### config.mk
export PLATFORM = sky130hd
export DESIGN_NAME = conv3x3_stream_flat
export DESIGN_NICKNAME = d
export VERILOG_FILES = /design/src/rtl/conv3x3_stream_if.sv /design/src/rtl/conv3x3_stream.sv /design/src/flat_wrapper.sv
export SDC_FILE = /design/constraint.sdc
export NUM_CORES = 2
export LEC_CHECK = 0
export ABC_CLOCK_PERIOD_IN_PS = 12100
export CELL_PAD_IN_SITES_DETAIL_PLACEMENT = 1
export CELL_PAD_IN_SITES_GLOBAL_PLACEMENT = 1
export CORE_ASPECT_RATIO = 1.2
export CORE_UTILIZATION = 50
export DETAILED_ROUTE_END_ITERATION = 12
export DONT_BUFFER_PORTS = 1
export GPL_TIMING_DRIVEN = 0
export PLACE_DENSITY_LB_ADDON = 0.08
export SLEW_MARGIN = 5
export SYNTH_ARGS = -nofsm -noshare
export SYNTH_HDL_FRONTEND = slang
export SYNTH_SLANG_ARGS = --single-unit
### constraint.sdc
create_clock -name clk -period 12.1 [get_ports clk]
set_input_delay 1.815 -clock clk [delete_from_list [all_inputs] [get_ports clk]]
set_output_delay 1.815 -clock clk [all_outputs]
set_load 0.02 [all_outputs]
### src/rtl/conv3x3_stream_if.sv
// Pixel stream bundle: input pixel handshake plus the filtered output strobe.
// Latency: none (wires only).
// Backpressure: data_in_ready gates the input side; the output side has no ready.
interface conv3x3_stream_if #(
    parameter int WIDTH = 8
);
    logic [WIDTH-1:0] data_in;
    logic             data_in_valid;
    logic             data_in_ready;
    logic [WIDTH-1:0] data_out;
    logic             data_out_valid;
    logic             frame_done;

    // master = pixel source / result sink, slave = the filter
    modport master (
        output data_in, data_in_valid,
        input  data_in_ready, data_out, data_out_valid, frame_done
    );
    modport slave (
        input  data_in, data_in_valid,
        output data_in_ready, data_out, data_out_valid, frame_done
    );
endinterface

### src/rtl/conv3x3_stream.sv
// 3x3 streaming convolution (bypass / sharpen / programmable) with border pass-through.
// Latency: output pixel (r,c) appears 3 cycles after the advance that completes its window.
// Backpressure: input ready drops for COLS+1 flush cycles at end of frame; output never stalls.
// Ports: clk, reset (sync, active-low), mode_i, coef_wr_i/coef_addr_i/coef_data_i (bank write),
//        strm (slave): data_in/_valid/_ready in, data_out/_valid + frame_done out.
module conv3x3_stream #(
    parameter int WIDTH = 8,
    parameter int COLS  = 6,
    parameter int ROWS  = 5,
    parameter int CW    = 6,
    parameter int SHIFT = 0
) (
    input  logic                 clk,
    input  logic                 reset,
    input  logic [1:0]           mode_i,
    input  logic                 coef_wr_i,
    input  logic [3:0]           coef_addr_i,
    input  logic signed [CW-1:0] coef_data_i,
    conv3x3_stream_if.slave      strm
);
    localparam int NPIX  = ROWS * COLS;
    localparam int PW    = WIDTH + CW + 1;   // one product
    localparam int SW    = WIDTH + CW + 4;   // sum of nine products
    localparam int DEPTH = 2 * COLS + 2;     // oldest tap is 2*COLS+2 pixels back
    localparam int SCW   = $clog2(NPIX + COLS + 2);
    localparam int CCW   = $clog2(COLS + 1);
    localparam int RCW   = $clog2(ROWS + 1);
    localparam logic signed [SW-1:0] MAXV = SW'((1 << WIDTH) - 1);

    typedef enum logic [1:0] {IDLE, RUN, FLUSH} state_t;

    function automatic logic signed [CW-1:0] sharp_tap(input int t);
        case (t)
            4:          sharp_tap = CW'(5);
            1, 3, 5, 7: sharp_tap = '1;
            default:    sharp_tap = '0;
        endcase
    endfunction

    state_t               state_q;
    logic                 ready_q;
    logic [SCW-1:0]       pix_cnt_q;
    logic [CCW-1:0]       flush_cnt_q;
    logic [SCW-1:0]       step_q;      // index of the next pipeline advance in this frame
    logic [CCW-1:0]       oc_q;        // position of the next output pixel
    logic [RCW-1:0]       or_q;
    logic [1:0]           mode_act_q;
    logic signed [CW-1:0] bank_q     [9];
    logic signed [CW-1:0] coef_act_q [9];

    logic                 accept, advance, emit;
    logic [WIDTH-1:0]     line_q [DEPTH];  // line_q[0] is the previous pixel
    logic [WIDTH-1:0]     win    [9];
    logic signed [CW-1:0] coef_sel [9];

    logic signed [PW-1:0] prod_q [9];
    logic                 s1_vld_q, s1_pass_q, s1_last_q;
    logic [WIDTH-1:0]     s1_ctr_q;
    logic signed [SW-1:0] sum_d, sum_q, res;
    logic                 s2_vld_q, s2_pass_q, s2_last_q;
    logic [WIDTH-1:0]     s2_ctr_q;
    logic [WIDTH-1:0]     sat_d, dout_q;
    logic                 dout_vld_q, done_q;

    assign accept  = ready_q & strm.data_in_valid;
    assign advance = accept | (state_q == FLUSH);
    // The first accept of a frame is step 0, so a stale step_q in IDLE must not emit.
    assign emit    = advance && (state_q != IDLE) && (step_q >= SCW'(COLS + 1));

    // Tap t (raster in the window) lies (2-t/3)*COLS + (2-t%3) pixels behind the
    // newest pixel; the newest one is taken straight from the input bus.
    for (genvar t = 0; t < 8; t++) begin : g_tap
        assign win[t] = line_q[(2 - t / 3) * COLS + (2 - t % 3) - 1];
    end
    assign win[8] = strm.data_in;

    always_comb begin
        for (int t = 0; t < 9; t++) begin
            coef_sel[t] = (mode_act_q == 2'd2) ? coef_act_q[t] : sharp_tap(t);
        end
    end

    // Control FSM, counters, coefficient bank and frame shadow registers.
    always_ff @(posedge clk) begin
        if (!reset) begin
            state_q     <= IDLE;
            ready_q     <= 1'b1;
            pix_cnt_q   <= '0;
            flush_cnt_q <= '0;
            step_q      <= '0;
            oc_q        <= '0;
            or_q        <= '0;
            mode_act_q  <= 2'd0;
            for (int t = 0; t < 9; t++) begin
                bank_q[t]     <= sharp_tap(t);
                coef_act_q[t] <= sharp_tap(t);
            end
        end else begin
            if (coef_wr_i && coef_addr_i <= 4'd8) begin
                bank_q[coef_addr_i] <= coef_data_i;
            end
            case (state_q)
                IDLE: begin
                    if (accept) begin
                        state_q    <= RUN;
                        pix_cnt_q  <= SCW'(1);
                        step_q     <= SCW'(1);
                        oc_q       <= '0;
                        or_q       <= '0;
                        mode_act_q <= mode_i;
                        coef_act_q <= bank_q;
                    end
                end
                RUN: begin
                    if (accept) begin
                        step_q <= step_q + SCW'(1);
                        if (pix_cnt_q == SCW'(NPIX - 1)) begin
                            state_q     <= FLUSH;
                            ready_q     <= 1'b0;
                            flush_cnt_q <= '0;
                        end else begin
                            pix_cnt_q <= pix_cnt_q + SCW'(1);
                        end
                    end
                end
                FLUSH: begin
                    step_q <= step_q + SCW'(1);
                    if (flush_cnt_q == CCW'(COLS)) begin
                        state_q <= IDLE;
                        ready_q <= 1'b1;
                    end else begin
                        flush_cnt_q <= flush_cnt_q + CCW'(1);
                    end
                end
                default: begin
                    state_q <= IDLE;
                    ready_q <= 1'b1;
                end
            endcase
            if (emit) begin
                if (oc_q == CCW'(COLS - 1)) begin
                    oc_q <= '0;
                    or_q <= or_q + RCW'(1);
                end else begin
                    oc_q <= oc_q + CCW'(1);
                end
            end
        end
    end

    // Line buffer: one shift per advance; flush cycles shift in don't-care data,
    // which only ever lands in border windows.
    always_ff @(posedge clk) begin
        if (advance) begin
            line_q[0] <= strm.data_in;
            for (int i = 1; i < DEPTH; i++) begin
                line_q[i] <= line_q[i-1];
            end
        end
    end

    always_comb begin
        sum_d = '0;
        for (int t = 0; t < 9; t++) begin
            sum_d = sum_d + SW'(prod_q[t]);
        end
    end

    assign res = sum_q >>> SHIFT;

    always_comb begin
        if (res < 0)
            sat_d = '0;
        else if (res > MAXV)
            sat_d = '1;
        else
            sat_d = res[WIDTH-1:0];
    end

    // MAC datapath registers; they only load when their stage holds a live pixel.
    always_ff @(posedge clk) begin
        if (emit) begin
            for (int t = 0; t < 9; t++) begin
                prod_q[t] <= PW'($signed({1'b0, win[t]})) * PW'(coef_sel[t]);
            end
            s1_ctr_q  <= win[4];
            // Border and bypass decisions are frozen here, so a new frame's
            // mode cannot leak into the tail of the previous one.
            s1_pass_q <= (or_q == '0) || (or_q == RCW'(ROWS - 1)) ||
                         (oc_q == '0) || (oc_q == CCW'(COLS - 1)) ||
                         (mode_act_q == 2'd0) || (mode_act_q == 2'd3);
            s1_last_q <= (or_q == RCW'(ROWS - 1)) && (oc_q == CCW'(COLS - 1));
        end
        if (s1_vld_q) begin
            sum_q     <= sum_d;
            s2_ctr_q  <= s1_ctr_q;
            s2_pass_q <= s1_pass_q;
            s2_last_q <= s1_last_q;
        end
    end

    // Stage valids and the output register.
    always_ff @(posedge clk) begin
        if (!reset) begin
            s1_vld_q   <= 1'b0;
            s2_vld_q   <= 1'b0;
            dout_q     <= '0;
            dout_vld_q <= 1'b0;
            done_q     <= 1'b0;
        end else begin
            s1_vld_q   <= emit;
            s2_vld_q   <= s1_vld_q;
            dout_vld_q <= s2_vld_q;
            done_q     <= s2_vld_q & s2_last_q;
            if (s2_vld_q) begin
                dout_q <= s2_pass_q ? s2_ctr_q : sat_d;
            end
        end
    end

    assign strm.data_in_ready  = ready_q;
    assign strm.data_out       = dout_q;
    assign strm.data_out_valid = dout_vld_q;
    assign strm.frame_done     = done_q;
endmodule

### src/flat_wrapper.sv
// flat-port wrapper written by rule: the top's interface ports become plain ports
module conv3x3_stream_flat 
#(
    parameter int WIDTH = 8,
    parameter int COLS  = 6,
    parameter int ROWS  = 5,
    parameter int CW    = 6,
    parameter int SHIFT = 0
)
  (clk, reset, mode_i, coef_wr_i, coef_addr_i, coef_data_i, strm_data_in, strm_data_in_valid, strm_data_in_ready, strm_data_out, strm_data_out_valid, strm_frame_done);
  conv3x3_stream_if #(.WIDTH(WIDTH)) strm_i ();
  input  logic clk;
  input  logic reset;
  input  logic [1:0] mode_i;
  input  logic coef_wr_i;
  input  logic [3:0] coef_addr_i;
  input  logic signed [CW-1:0] coef_data_i;
  input wire logic [$bits(strm_i.data_in)-1:0] strm_data_in;
  input wire logic [$bits(strm_i.data_in_valid)-1:0] strm_data_in_valid;
  output wire logic [$bits(strm_i.data_in_ready)-1:0] strm_data_in_ready;
  output wire logic [$bits(strm_i.data_out)-1:0] strm_data_out;
  output wire logic [$bits(strm_i.data_out_valid)-1:0] strm_data_out_valid;
  output wire logic [$bits(strm_i.frame_done)-1:0] strm_frame_done;
  assign strm_i.data_in = strm_data_in;
  assign strm_i.data_in_valid = strm_data_in_valid;
  assign strm_data_in_ready = strm_i.data_in_ready;
  assign strm_data_out = strm_i.data_out;
  assign strm_data_out_valid = strm_i.data_out_valid;
  assign strm_frame_done = strm_i.frame_done;
  conv3x3_stream #(.WIDTH(WIDTH), .COLS(COLS), .ROWS(ROWS), .CW(CW), .SHIFT(SHIFT)) u_core (.clk(clk), .reset(reset), .mode_i(mode_i), .coef_wr_i(coef_wr_i), .coef_addr_i(coef_addr_i), .coef_data_i(coef_data_i), .strm(strm_i));
endmodule
# After elaboration in Yosys (flattened, before gate mapping)
# Memory sizes are Yosys's and may differ from the RTL's.
# Cells that the tools add are included.
dict set report word_totals {
  reg_bits 184
  latch_bits 0
  ramBits 247
  mem_bits_ro 0
  output_inout_bits 11
  word_cells 160
  n_memories 2
}
# memory depth word_bits rd rd_clocked_by_memory_dff write_ports line_no
set memory_table {}
lappend memory_table {u_core.prod_q 9 15 9 0 9 conv3x3_stream.sv:56} ;# logic signed [PW-1:0] prod_q [9];
lappend memory_table {u_core.line_q 14 8 14 0 14 conv3x3_stream.sv:52} ;# logic [WIDTH-1:0] line_q [DEPTH];
dict set report classes {
  n_addsub 13
  mul 9
  n_div 0
  magnitude_cmp 6
  n_eq_ne 14
  shifts 0
  mux 46
  bitwise 5
  reduce_logical 27
}
# operator n
set ops {}
lappend ops {{$mul 9x6->15} 9}
lappend ops {{$add 18x15->18} 6}
lappend ops {{$mux 6} 14}
lappend ops {{$bwmux 54} 1}
lappend ops {{$mux 3} 11}
lappend ops {{$demux 6 s4} 1}
lappend ops {{$mux 8} 3}
lappend ops {{$gt 18x9->1 const B} 1}
lappend ops {{$lt 18x1->1 const B} 1}
lappend ops {{$pmux 6 s3} 1}
lappend ops {{$add 16x15->17} 1}
lappend ops {{$add 15x15->16} 1}
lappend ops {{$reduce_and 4->1} 4}
lappend ops {{$add 6x1->6 const B} 2}
lappend ops {{$pmux 6 s2} 1}
lappend ops {{$reduce_bool 2->1} 5}
lappend ops {{$add 3x1->3 const B} 3}
lappend ops {{$eq 3x3->1 const B} 3}
lappend ops {{$mux 2} 4}
lappend ops {{$mux 1} 7}
lappend ops {{$eq 2x2->1 const B} 3}
lappend ops {{$eq 6x5->1 const B} 1}
lappend ops {{$ge 6x3->1 const B} 1}
lappend ops {{$logic_not 3->1} 2}
lappend ops {{other kinds (19)} 34}

# Longest topological paths before layout
dict set report logic_depth {
  word_depth 8
  mapped_depth 21
  mapped_depth_nobuf 21
}

# Worst setup path before layout
# Ideal clock, no wire load.
dict set report synth_path {
  path_kind {input port to flip-flop}
  startpoint {input port strm_data_in_valid}
  endpoint {register u_core.oc_q[2]}
  arrival_time_ns 10.614
  t_required_ns 11.972
  setup_slack_ns 1.359
  stages 5
  n_path_buf 0
  cell_sequence {nand3_1 a21oi_1 o21ai_0 a32oi_1 nor2_1}
}
dict set report synth_via {
  elab_chain_cells 6
  elab_cells_between_ends 8
}
# element line_no
set synth_rtl {}
lappend synth_rtl {{start: declaration} flat_wrapper.sv:19} ;# input wire logic [$bits(strm_i.data_in_valid)-1:0] strm_data_in_valid;
lappend synth_rtl {{$and 1x1->1 *} conv3x3_stream.sv:65} ;# assign accept = ready_q & strm.data_in_valid;
lappend synth_rtl {{$or 1x1->1 *} conv3x3_stream.sv:66} ;# assign advance = accept | (state_q == FLUSH);
lappend synth_rtl {{$logic_and 1x1->1 * (2 in a row)} conv3x3_stream.sv:68} ;# assign emit = advance && (state_q != IDLE) && (step_q >= SCW'(COLS + 1));
lappend synth_rtl {{net u_core.emit} conv3x3_stream.sv:51} ;# logic accept, advance, emit;
lappend synth_rtl {{$reduce_bool 2->1 (no source line)} --}
lappend synth_rtl {{$reduce_and 2->1 (no source line)} --}
lappend synth_rtl {{end signal: assignment} conv3x3_stream.sv:145} ;# oc_q <= oc_q + CCW'(1);
lappend synth_rtl {{end: declaration} conv3x3_stream.sv:45} ;# logic [CCW-1:0] oc_q;
# Mark *: on every way through the listed nets, which the timed path passes. The rest lies on a longest branch.
# A chain may end at the register's enable or synchronous reset.

==> metrics.txt <==
FMAX 0.143 GHz; clock sinks approximately 430; status complete, no violations; Stages on worst setup path 18; via count approximately 22000; Sequential Area 0.0115 sq mm; GR Overflow Total 0; Pwr Total roughly 6200 uW; Worst EP arrival 7.32 ns; port bufs 0; slowest cell delay on critical path about 1.1 ns; GRT Overall Usage 0.290; number of synthesized flops with an enable pin approximately 290; wire length per cell 23.5 um; Core Rows about 100; drt pass-1 iters 5; max cap viols 0; FF-to-FF path depth 18; synth-to-layout area growth 8.60%; worst slew pin tran about 1.3 ns; most common cell after layout, fill and taps aside inv_1; Lkg Pwr ~0.017 uW; pins over their slew limit 0; antenna violations before repair 2; Core ar. 0.0637 sq mm; post-cts gate resize count 0; pre-CTS setup slack between 5 and 6 ns; headroom to the max-slew limit 0.101; die area between 0.06 and 0.07 sq mm; commonest non-fill, non-tap cells in the layout 413 x inv_1, 359 x ha_1, 318 x fa_1, 285 x edfxtp_1, 231 x nand2_1; largest net degree at the start of global routing between 60 and 70; final design utilization 0.552; Final Non-Filler Cells 3923; startpoint types register; clock latency at the later pin of the worst-skew pair roughly 0.6 ns; sequential share of power 0.317; clk buf depth 3; CTS clock-pin slew for the worst setup and hold paths approximately 0.060 ns; final antenna-violating net count 0; Hold-fix buffers, CTS 0; worst hold stages 0; multi-input combinational cell area between 0.015 and 0.02 sq mm; Setup TNS Final 0 ns; cell area after synthesis 0.0324 sq mm; routed wire length just over 90 mm; Sw Pwr ~2400 uW; Setup CP Type register to register; worst-path cell chain nand2b_1, clkbuf_1, clkbuf_1, o21ai_0, fa_1, fa_1, inv_1, fa_1, fa_1, inv_1, fa_1, nor2b_1, o21ai_0, a21boi_0, o21ai_0, a21oi_1, o2111a_1, a211oi_1; Pint 3860 uW; crit share post-route 0.579; die height 281 um; Hold Path Class register to register; Comb power frac 0.449; via-per-instance ratio around 5.7; Mapped Cells around 3000; Fin. Hold Viols 0; clock share of power 0.234; power per cell area around 180 mW/mm^2; final setup violating endpoints 0; iteration-0 DRC count of the detailed router 1150; CTS root buffer clkbuf_16; switching fraction of total power 0.380; Most used DFF post-synth edfxtp_1; area share of the largest cell type after synthesis 0.264; TritonCTS clock tree done; H-tree Lvls 2; Seq/Total Area, Yosys 0.355; final RePlAce weighted congestion between 0.8 and 0.9; crit path max-delay cell type clkbuf_1; CP endpoint kind register; Initial Util 0.508; Ports 35; top cell type by total area after synthesis edfxtp_1; worst vdd ir 0.147 mV; Synth area leaders edfxtp_1 26%, fa_1 20%, ha_1 14%; Post-synth ARST share 0; mean area per synthesized cell about 11 sq um; Layout Nets 3761; register bit total from synthesis 431; final worst path period need 7.00 ns; Post-Syn Nets between 3000 and 4000; RSZ-0062 raised after global routing no; DP HPWL between 70 and 80 mm; synth warn 0; Setup Fix Bufs, Post-CTS 0; CP Max Fanout 10; final clock skew approximately 0.029 ns; CP bufs+invs 4; delay-heaviest family, CP adder cells; Inserted Clock Buffers 47; Netlist cell types 60; fillcell total 6844; setup slack after layout between 5 and 6 ns; Worst EP required about 12 ns; share of cells above drive strength 1 0.0391; vias in the first global route 24900; Inst Count DP 3835; CP most frequent cell fa_1; first-pass GRT wire length around 140 mm; DIE WIDTH ~230 um; DRC viols 0
layout make-up:
type | instances | area share
plain buffers | 63 | 0.00672
clock inverters | 23 | 0.00541
flip-flops and latches | 431 | 0.327
well taps | 824 | 0.0293
clock buffers | 64 | 0.0382
diodes | 1 | 0.0000712
inverters | 413 | 0.0441
repair buffers | 8 | 0.00562
multi-input cells | 2096 | 0.544
power by group through the flow:
stage	Sequential, uW	Clock (uW)	Combinational (uW)
2_1_floorplan	1930	0	2040
3_3_place_gp	2010	0	2630
3_5_place_dp	2000	0	2790
4_1_cts	1970	1490	2830
5_1_grt	1980	1540	3160
6_report	1970	1460	2790
worst paths after layout:
check | startpoint | to | slack (ns)
hold reg to reg | u_core.s1_ctr_q[2] | u_core.s2_ctr_q[2] | 0.41
hold / removal | u_core.s1_ctr_q[2] | u_core.s2_ctr_q[2] | 0.41
setup reg to reg | u_core.mode_act_q[0] | u_core.prod_q[0][89] | 5.10
setup / recovery | u_core.mode_act_q[0] | u_core.prod_q[0][89] | 5.10
synthesized netlist by cell type, types with 3 or more instances:
cell	n
a211oi_1	5
nand3_1	77
nand3b_1	6
xnor2_1	51
o21a_1	6
fa_1	318
clkbuf_1	54
o311ai_0	22
o21bai_1	5
ha_1	359
nor4_1	7
nor3b_1	7
and2_1	15
a21o_1	26
or3_1	3
nor2_1	171
a21boi_0	9
o311a_1	3
a31oi_1	8
nand2_1	231
mux2i_1	57
nor2b_1	172
a21oi_1	104
o21ai_0	93
edfxtp_1	285
nand4b_1	3
nand4_1	16
xor2_1	52
inv_1	413
a2111oi_0	3
and3_1	152
nor3_1	23
or4_1	15
o2111a_1	3
or2_2	31
dfxtp_1	146
nand2b_1	14
buf_1	9
logic make-up (layout without fill, tap and decap cells):
family                   Yosys count  count (layout)  synth area share
AND/OR/NAND/NOR                  952             952             0.151
adder cells (fa/ha/maj)          677             677             0.335
buffers and inverters            476             571            0.0552
flip-flops                       431             431             0.355
AO/OA/AOI/OAI                    307             307            0.0583
XOR/XNOR                         103             103            0.0279
multiplexers                      57              57            0.0176
other                              0               1                 0
layer usage:
metal / wire length, um / vias to the layer above / track usage
li1: - / 10200 / -
met1: 37500 / 11400 / 0.349
met2: 47200 / 419 / 0.519
met3: 3530 / 135 / 0.0397
met4: 3910 / 2 / 0.115
met5: 13 / - / 0
flip-flops by register name (all words and copies together), names as in the netlist, 6 cells and up:
name,flops
u_core.res,18
u_core.s2_ctr_q,8
u_core.coef_act_q,54
u_core.prod_q,135
u_core.pix_cnt_q,6
u_core.bank_q,54
u_core.strm.data_out,8
u_core.line_q,112
u_core.s1_ctr_q,8
u_core.step_q,6
stage by stage:
step	hold WS [ns]	area, sq um
floorplan	0.400	32400
global placement	0.400	33400
detailed placement	0.406	33600
CTS	0.416	35200
global route	0.417	35200
finish	0.412	35200
(Power assumes the default switching activity.)
